File: src/rtl/result_writer.sv
// Result queue drain stage: pops results, packs PACK per memory word,
// and writes them to consecutive addresses from a programmed base.
module result_writer #(
    parameter int DATA_W = 32,
    parameter int PACK   = 2,
    parameter int ADDR_W = 32,
    parameter int CNT_W  = 16
) (
    input  logic                     clk,
    input  logic                     resetn,
    input  logic                     start,
    input  logic [ADDR_W-1:0]        base_addr,
    input  logic [CNT_W-1:0]         num_results,
    output logic                     busy,
    output logic                     done,
    input  logic                     rq_empty,
    output logic                     rq_re,
    input  logic [DATA_W-1:0]        rq_q,
    output logic [ADDR_W-1:0]        mem_address,
    output logic                     mem_write,
    output logic [PACK*DATA_W-1:0]   mem_writedata,
    output logic [PACK*DATA_W/8-1:0] mem_byteenable,
    input  logic                     mem_waitrequest
);

    localparam int WD_W  = PACK * DATA_W;
    localparam int BE_W  = WD_W / 8;
    localparam int LBE_W = DATA_W / 8;
    localparam int LI_W  = $clog2(PACK + 1);
    localparam logic [ADDR_W-1:0] STEP = ADDR_W'(BE_W);

    typedef enum logic [2:0] {
        S_IDLE,
        S_FETCH,
        S_CAPTURE,
        S_WRITE,
        S_DONE
    } state_t;

    state_t            state_q, state_d;
    logic [ADDR_W-1:0] addr_q, addr_d;
    logic [CNT_W-1:0]  rem_q, rem_d;
    logic [LI_W-1:0]   lane_q, lane_d;
    logic [WD_W-1:0]   data_q, data_d;
    logic [BE_W-1:0]   be_q, be_d;
    logic              rq_re_q, rq_re_d;
    logic              wr_q, wr_d;
    logic              done_q, done_d;
    logic              busy_q, busy_d;

    // Next-state, datapath and registered-output decode.
    // rq_re is registered, so the pop decision is made one cycle ahead
    // from the empty flag seen on entry to (or while waiting in) FETCH.
    always_comb begin
        state_d = state_q;
        addr_d  = addr_q;
        rem_d   = rem_q;
        lane_d  = lane_q;
        data_d  = data_q;
        be_d    = be_q;
        rq_re_d = 1'b0;
        unique case (state_q)
            S_IDLE: begin
                if (start) begin
                    addr_d = base_addr;
                    rem_d  = num_results;
                    lane_d = '0;
                    data_d = '0;
                    be_d   = '0;
                    if (num_results == '0) begin
                        state_d = S_DONE;
                    end else begin
                        state_d = S_FETCH;
                        rq_re_d = !rq_empty;
                    end
                end
            end
            S_FETCH: begin
                if (rq_re_q) begin
                    state_d = S_CAPTURE;
                end else begin
                    rq_re_d = !rq_empty;
                end
            end
            S_CAPTURE: begin
                for (int i = 0; i < PACK; i++) begin
                    if (lane_q == LI_W'(i)) begin
                        data_d[i*DATA_W +: DATA_W] = rq_q;
                        be_d[i*LBE_W +: LBE_W]     = '1;
                    end
                end
                lane_d = lane_q + 1'b1;
                rem_d  = rem_q - 1'b1;
                if (lane_d == LI_W'(PACK) || rem_d == '0) begin
                    state_d = S_WRITE;
                end else begin
                    state_d = S_FETCH;
                    rq_re_d = !rq_empty;
                end
            end
            S_WRITE: begin
                if (!mem_waitrequest) begin
                    addr_d = addr_q + STEP;
                    data_d = '0;
                    be_d   = '0;
                    lane_d = '0;
                    if (rem_q == '0) begin
                        state_d = S_DONE;
                    end else begin
                        state_d = S_FETCH;
                        rq_re_d = !rq_empty;
                    end
                end
            end
            S_DONE: begin
                state_d = S_IDLE;
            end
            default: begin
                state_d = S_IDLE;
            end
        endcase
        wr_d   = (state_d == S_WRITE);
        done_d = (state_d == S_DONE);
        busy_d = (state_d != S_IDLE);
    end

    // State and datapath registers with synchronous active-low reset.
    always_ff @(posedge clk) begin
        if (!resetn) begin
            state_q <= S_IDLE;
            addr_q  <= '0;
            rem_q   <= '0;
            lane_q  <= '0;
            data_q  <= '0;
            be_q    <= '0;
            rq_re_q <= 1'b0;
            wr_q    <= 1'b0;
            done_q  <= 1'b0;
            busy_q  <= 1'b0;
        end else begin
            state_q <= state_d;
            addr_q  <= addr_d;
            rem_q   <= rem_d;
            lane_q  <= lane_d;
            data_q  <= data_d;
            be_q    <= be_d;
            rq_re_q <= rq_re_d;
            wr_q    <= wr_d;
            done_q  <= done_d;
            busy_q  <= busy_d;
        end
    end

    assign busy           = busy_q;
    assign done           = done_q;
    assign rq_re          = rq_re_q;
    assign mem_address    = addr_q;
    assign mem_write      = wr_q;
    assign mem_writedata  = data_q;
    assign mem_byteenable = be_q;

endmodule

File: config.mk
export PLATFORM = sky130hd
export DESIGN_NAME = result_writer
export DESIGN_NICKNAME = d
export VERILOG_FILES = /design/src/rtl/result_writer.sv
export SDC_FILE = /design/constraint.sdc
export NUM_CORES = 1
export LEC_CHECK = 0
export CORE_ASPECT_RATIO = 1.2
export CORE_MARGIN = 2
export CORE_UTILIZATION = 30
export DETAILED_ROUTE_END_ITERATION = 16
export GPL_ROUTABILITY_DRIVEN = 0
export RECOVER_POWER = 25
export SKIP_CTS_REPAIR_TIMING = 1
export SLEW_MARGIN = 0
export SYNTH_ARGS = -nofsm -noshare
export SYNTH_HDL_FRONTEND = slang
export SYNTH_SLANG_ARGS = --single-unit
File: constraint.sdc
create_clock -name clk -period 4.66 [get_ports clk]
set_input_delay 0.699 -clock clk [delete_from_list [all_inputs] [get_ports clk]]
set_output_delay 0.699 -clock clk [all_outputs]
set_load 0.02 [all_outputs]
==> flow_summary.yaml <==
hold_path:
  hold_path_class: "reg2reg"
sta:
  tns_ps: 0
  slew_viol_final: 0
  skew_ps: 10.34
  relSlewSlack_pct: 33.64
  clock.fmax_mhz: 333.3
  rsz0062_at_grt: "false"
  fin_crit_ps: 3000
  worstMarginPinSlew_ps: 995.4
  hold_viol: 0
  finalSetupViolations: 0
  finalCritPeriodShare_pct: 64.38
  layout_setup_ws_ps: 1660
finish:
  fill_cells: 1797
  fin_area_sq_um: 8258
  layout.nets: 926
  diodes: 0
  syn_to_final_growth_pct: 46.99
  final_util_pct: 45.27
  drive_gt1_share_pct: 7.067
clock_network:
  cts_tree: "built"
  cts_made_buffers: 17
  clock_sinks: 123
  h-tree-depth: 4
  clk_latency_ps: 410
  clockBufferDepth: 2
  ctsRootBufferMaster: "clkbuf_16"
  clk_pin_slew_ps: 60
critical_path:
  endpoint: "mem_writedata[20]"
  r2r_end: "mem_write"
  r2r_cells: 7
  end_kind: "flip-flop"
  path_class: "in2reg"
  worst_path_max_delay_cell: "clkinv_2"
  crit_buf_inv: 4
  startpoint: "resetn"
  cp-start-kind: "input pin"
  crit_cells: 5
  critPathMaxStageDelay_ps: 760
  path_max_fanout: 38
  timing.rr.start: "rem_q[0]"
  cp.required_ps: 5000
  crit_arrival_ps: 3340
  critPathTopFamily: "buffers and inverters"
  cp_cell_sequence: "dlygate4sd3_1, clkbuf_1, clkinv_2, buf_4, nor2_1"
  r2r_slack_ps: 2240
yosys:
  synth_seq_cells: 123
  ys.flop_type: "dfxtp_1"
  post_synth_num_cell_types: 70
  postSynthAreaPerCell_sq_um: 8.348
  syn-instance-count: 673
  synth_common_cells: "123 x dfxtp_1, 113 x nor2_1, 74 x a22oi_1, 52 x a21oi_1, 50 x nand2_1"
  syn_nets: 763
  synthArstFlopShare_pct: 0
  synth_top_area_share_pct: 43.83
  synth_area_leaders: "dfxtp_1 44%, a22oi_1 9.9%, nor2_1 7.6%"
  syn-cell-area_sq_um: 5618
  yosys.area.top_type: "dfxtp_1"
  synth_seq_area_share_pct: 43.83
  yosysWarnings: 0
  synth_most_common_cell: "dfxtp_1"
  synth_edf_count: 0
global_routing:
  grt_pass1_vias: 5479
  grt_pass1_wl_um: 28500
  grt-ovfl-total: 0
  antenna_found_initial: 0
  track_usage_pct: 18.07
  grt_max_degree: 53
power:
  p_leak_nw: 3.094
  p_per_area_nw_per_um2: 380.7
  peakVddDrop_v: 0.0002304
  p_total_mw: 3.143
detailed_routing:
  wl_per_cell_um: 17.01
  drc: 0
  routed-via-count: 5721
  via_per_inst: 5.332
  first_pass_iters: 5
  wirelength_um: 18250
  drt_first_iter_violations: 269
  final_antenna_net_count: 0
outcome:
  status: "completed"
flow_run:
  drv_cap: 0
place:
  io_buffer_count: 192
  placed_cell_area_sq_um: 7657
  post-dp-hpwl_um: 12220
  pre_cts_slack_ps: 1631
floorplan:
  die_y_um: 153.9
  floorplan.initialDensity_pct: 30.80
  ios: 193
  core_area_sq_um: 18240
  die_area_sq_um: 19840
  fp-row-count: 54
  die_w_um: 128.9
==> where the power goes <==
part	switching (mW)	internal [mW]
sequential	0.0761	1.11
clock	0.495	0.867
combinational	0.324	0.269
==> layer usage <==
layer	wire length (um)	GRT usage, %	vias up
met5	0	0	-
met4	284	6.056	0
met3	1292	5.776	20
met2	8761	30.46	207
met1	7913	21.60	2681
li1	-	-	2813
==> registers in the layout, summed over array words and instances, names as in the netlist <==
name,count
mem_writedata,64
mem_address,32
rem_q,16
state_q,3
lane_q,2
mem_byteenable,2
busy,1
done,1
mem_write,1
rq_re,1
==> kinds of logic after synthesis <==
group | count (synthesis) | synth area share, %
multiplexers | 3 | 0.5345
flip-flops | 123 | 43.83
buffers and inverters | 67 | 5.122
AO/OA/AOI/OAI | 228 | 27.77
AND/OR/NAND/NOR | 243 | 21.00
XOR/XNOR | 4 | 0.6237
adder cells (fa/ha/maj) | 5 | 1.114
==> final cells by class <==
class	count	area, sq um	share of cell area [%]
timing repair buffer	203	2001	24.23
tap	224	280.3	3.394
multi-input combinational	483	2879	34.86
inverter	8	31.28	0.3788
sequential	123	2462	29.82
clock inverter	11	143.9	1.742
clock buffer	21	460.4	5.576
==> worst min-delay path by stage <==
stage          depth (start not counted)              to           start  slack, ps
4_1_cts                                2  mem_address[2]  mem_address[2]        470
2_1_floorplan                          1       lane_q[0]       lane_q[0]        470
6_report                               2  mem_address[0]  mem_address[0]        460
3_3_place_gp                           2  mem_address[2]  mem_address[2]        450
5_1_grt                                2  mem_address[1]  mem_address[1]        480
3_5_place_dp                           2  mem_address[0]  mem_address[0]        460
==> cells in the final DEF, fill, tap and decap left out, types with 4 or more instances in the layout <==
| cell | count |
|---|---|
| clkdlybuf4s50_1 | 138 |
| dfxtp_1 | 123 |
| nor2_1 | 113 |
| a22oi_1 | 74 |
| dlygate4sd3_1 | 54 |
| a21oi_1 | 51 |
| nand2_1 | 50 |
| o21ai_0 | 27 |
| clkbuf_16 | 17 |
| nor3_1 | 11 |
| nand4_1 | 11 |
| buf_4 | 10 |
| nor4_1 | 8 |
| o31ai_1 | 8 |
| a31oi_1 | 8 |
| inv_1 | 7 |
| a211oi_1 | 7 |
| nand3_1 | 7 |
| and3_1 | 7 |
| and2_1 | 6 |
| a311oi_1 | 5 |
| ha_1 | 5 |
| clkinv_2 | 4 |
| a21o_1 | 4 |
| o22ai_1 | 4 |
| or3_1 | 4 |
| o211ai_1 | 4 |
| clkinvlp_4 | 4 |
==> worst min-delay path, stage by stage (launching register included) <==
cell and delay, ps:
dfxtp_1 310, nand2_1 50, a21oi_1 50
==> through the flow <==
stage / cells / hold slack [ps]
2_1_floorplan: 673 / 466.3
3_3_place_gp: 1041 / 453.0
3_5_place_dp: 1041 / 459.2
4_1_cts: 1073 / 466.9
5_1_grt: 1073 / 479.8
6_report: 1073 / 460.7
Power figures use the tool's default switching activity.
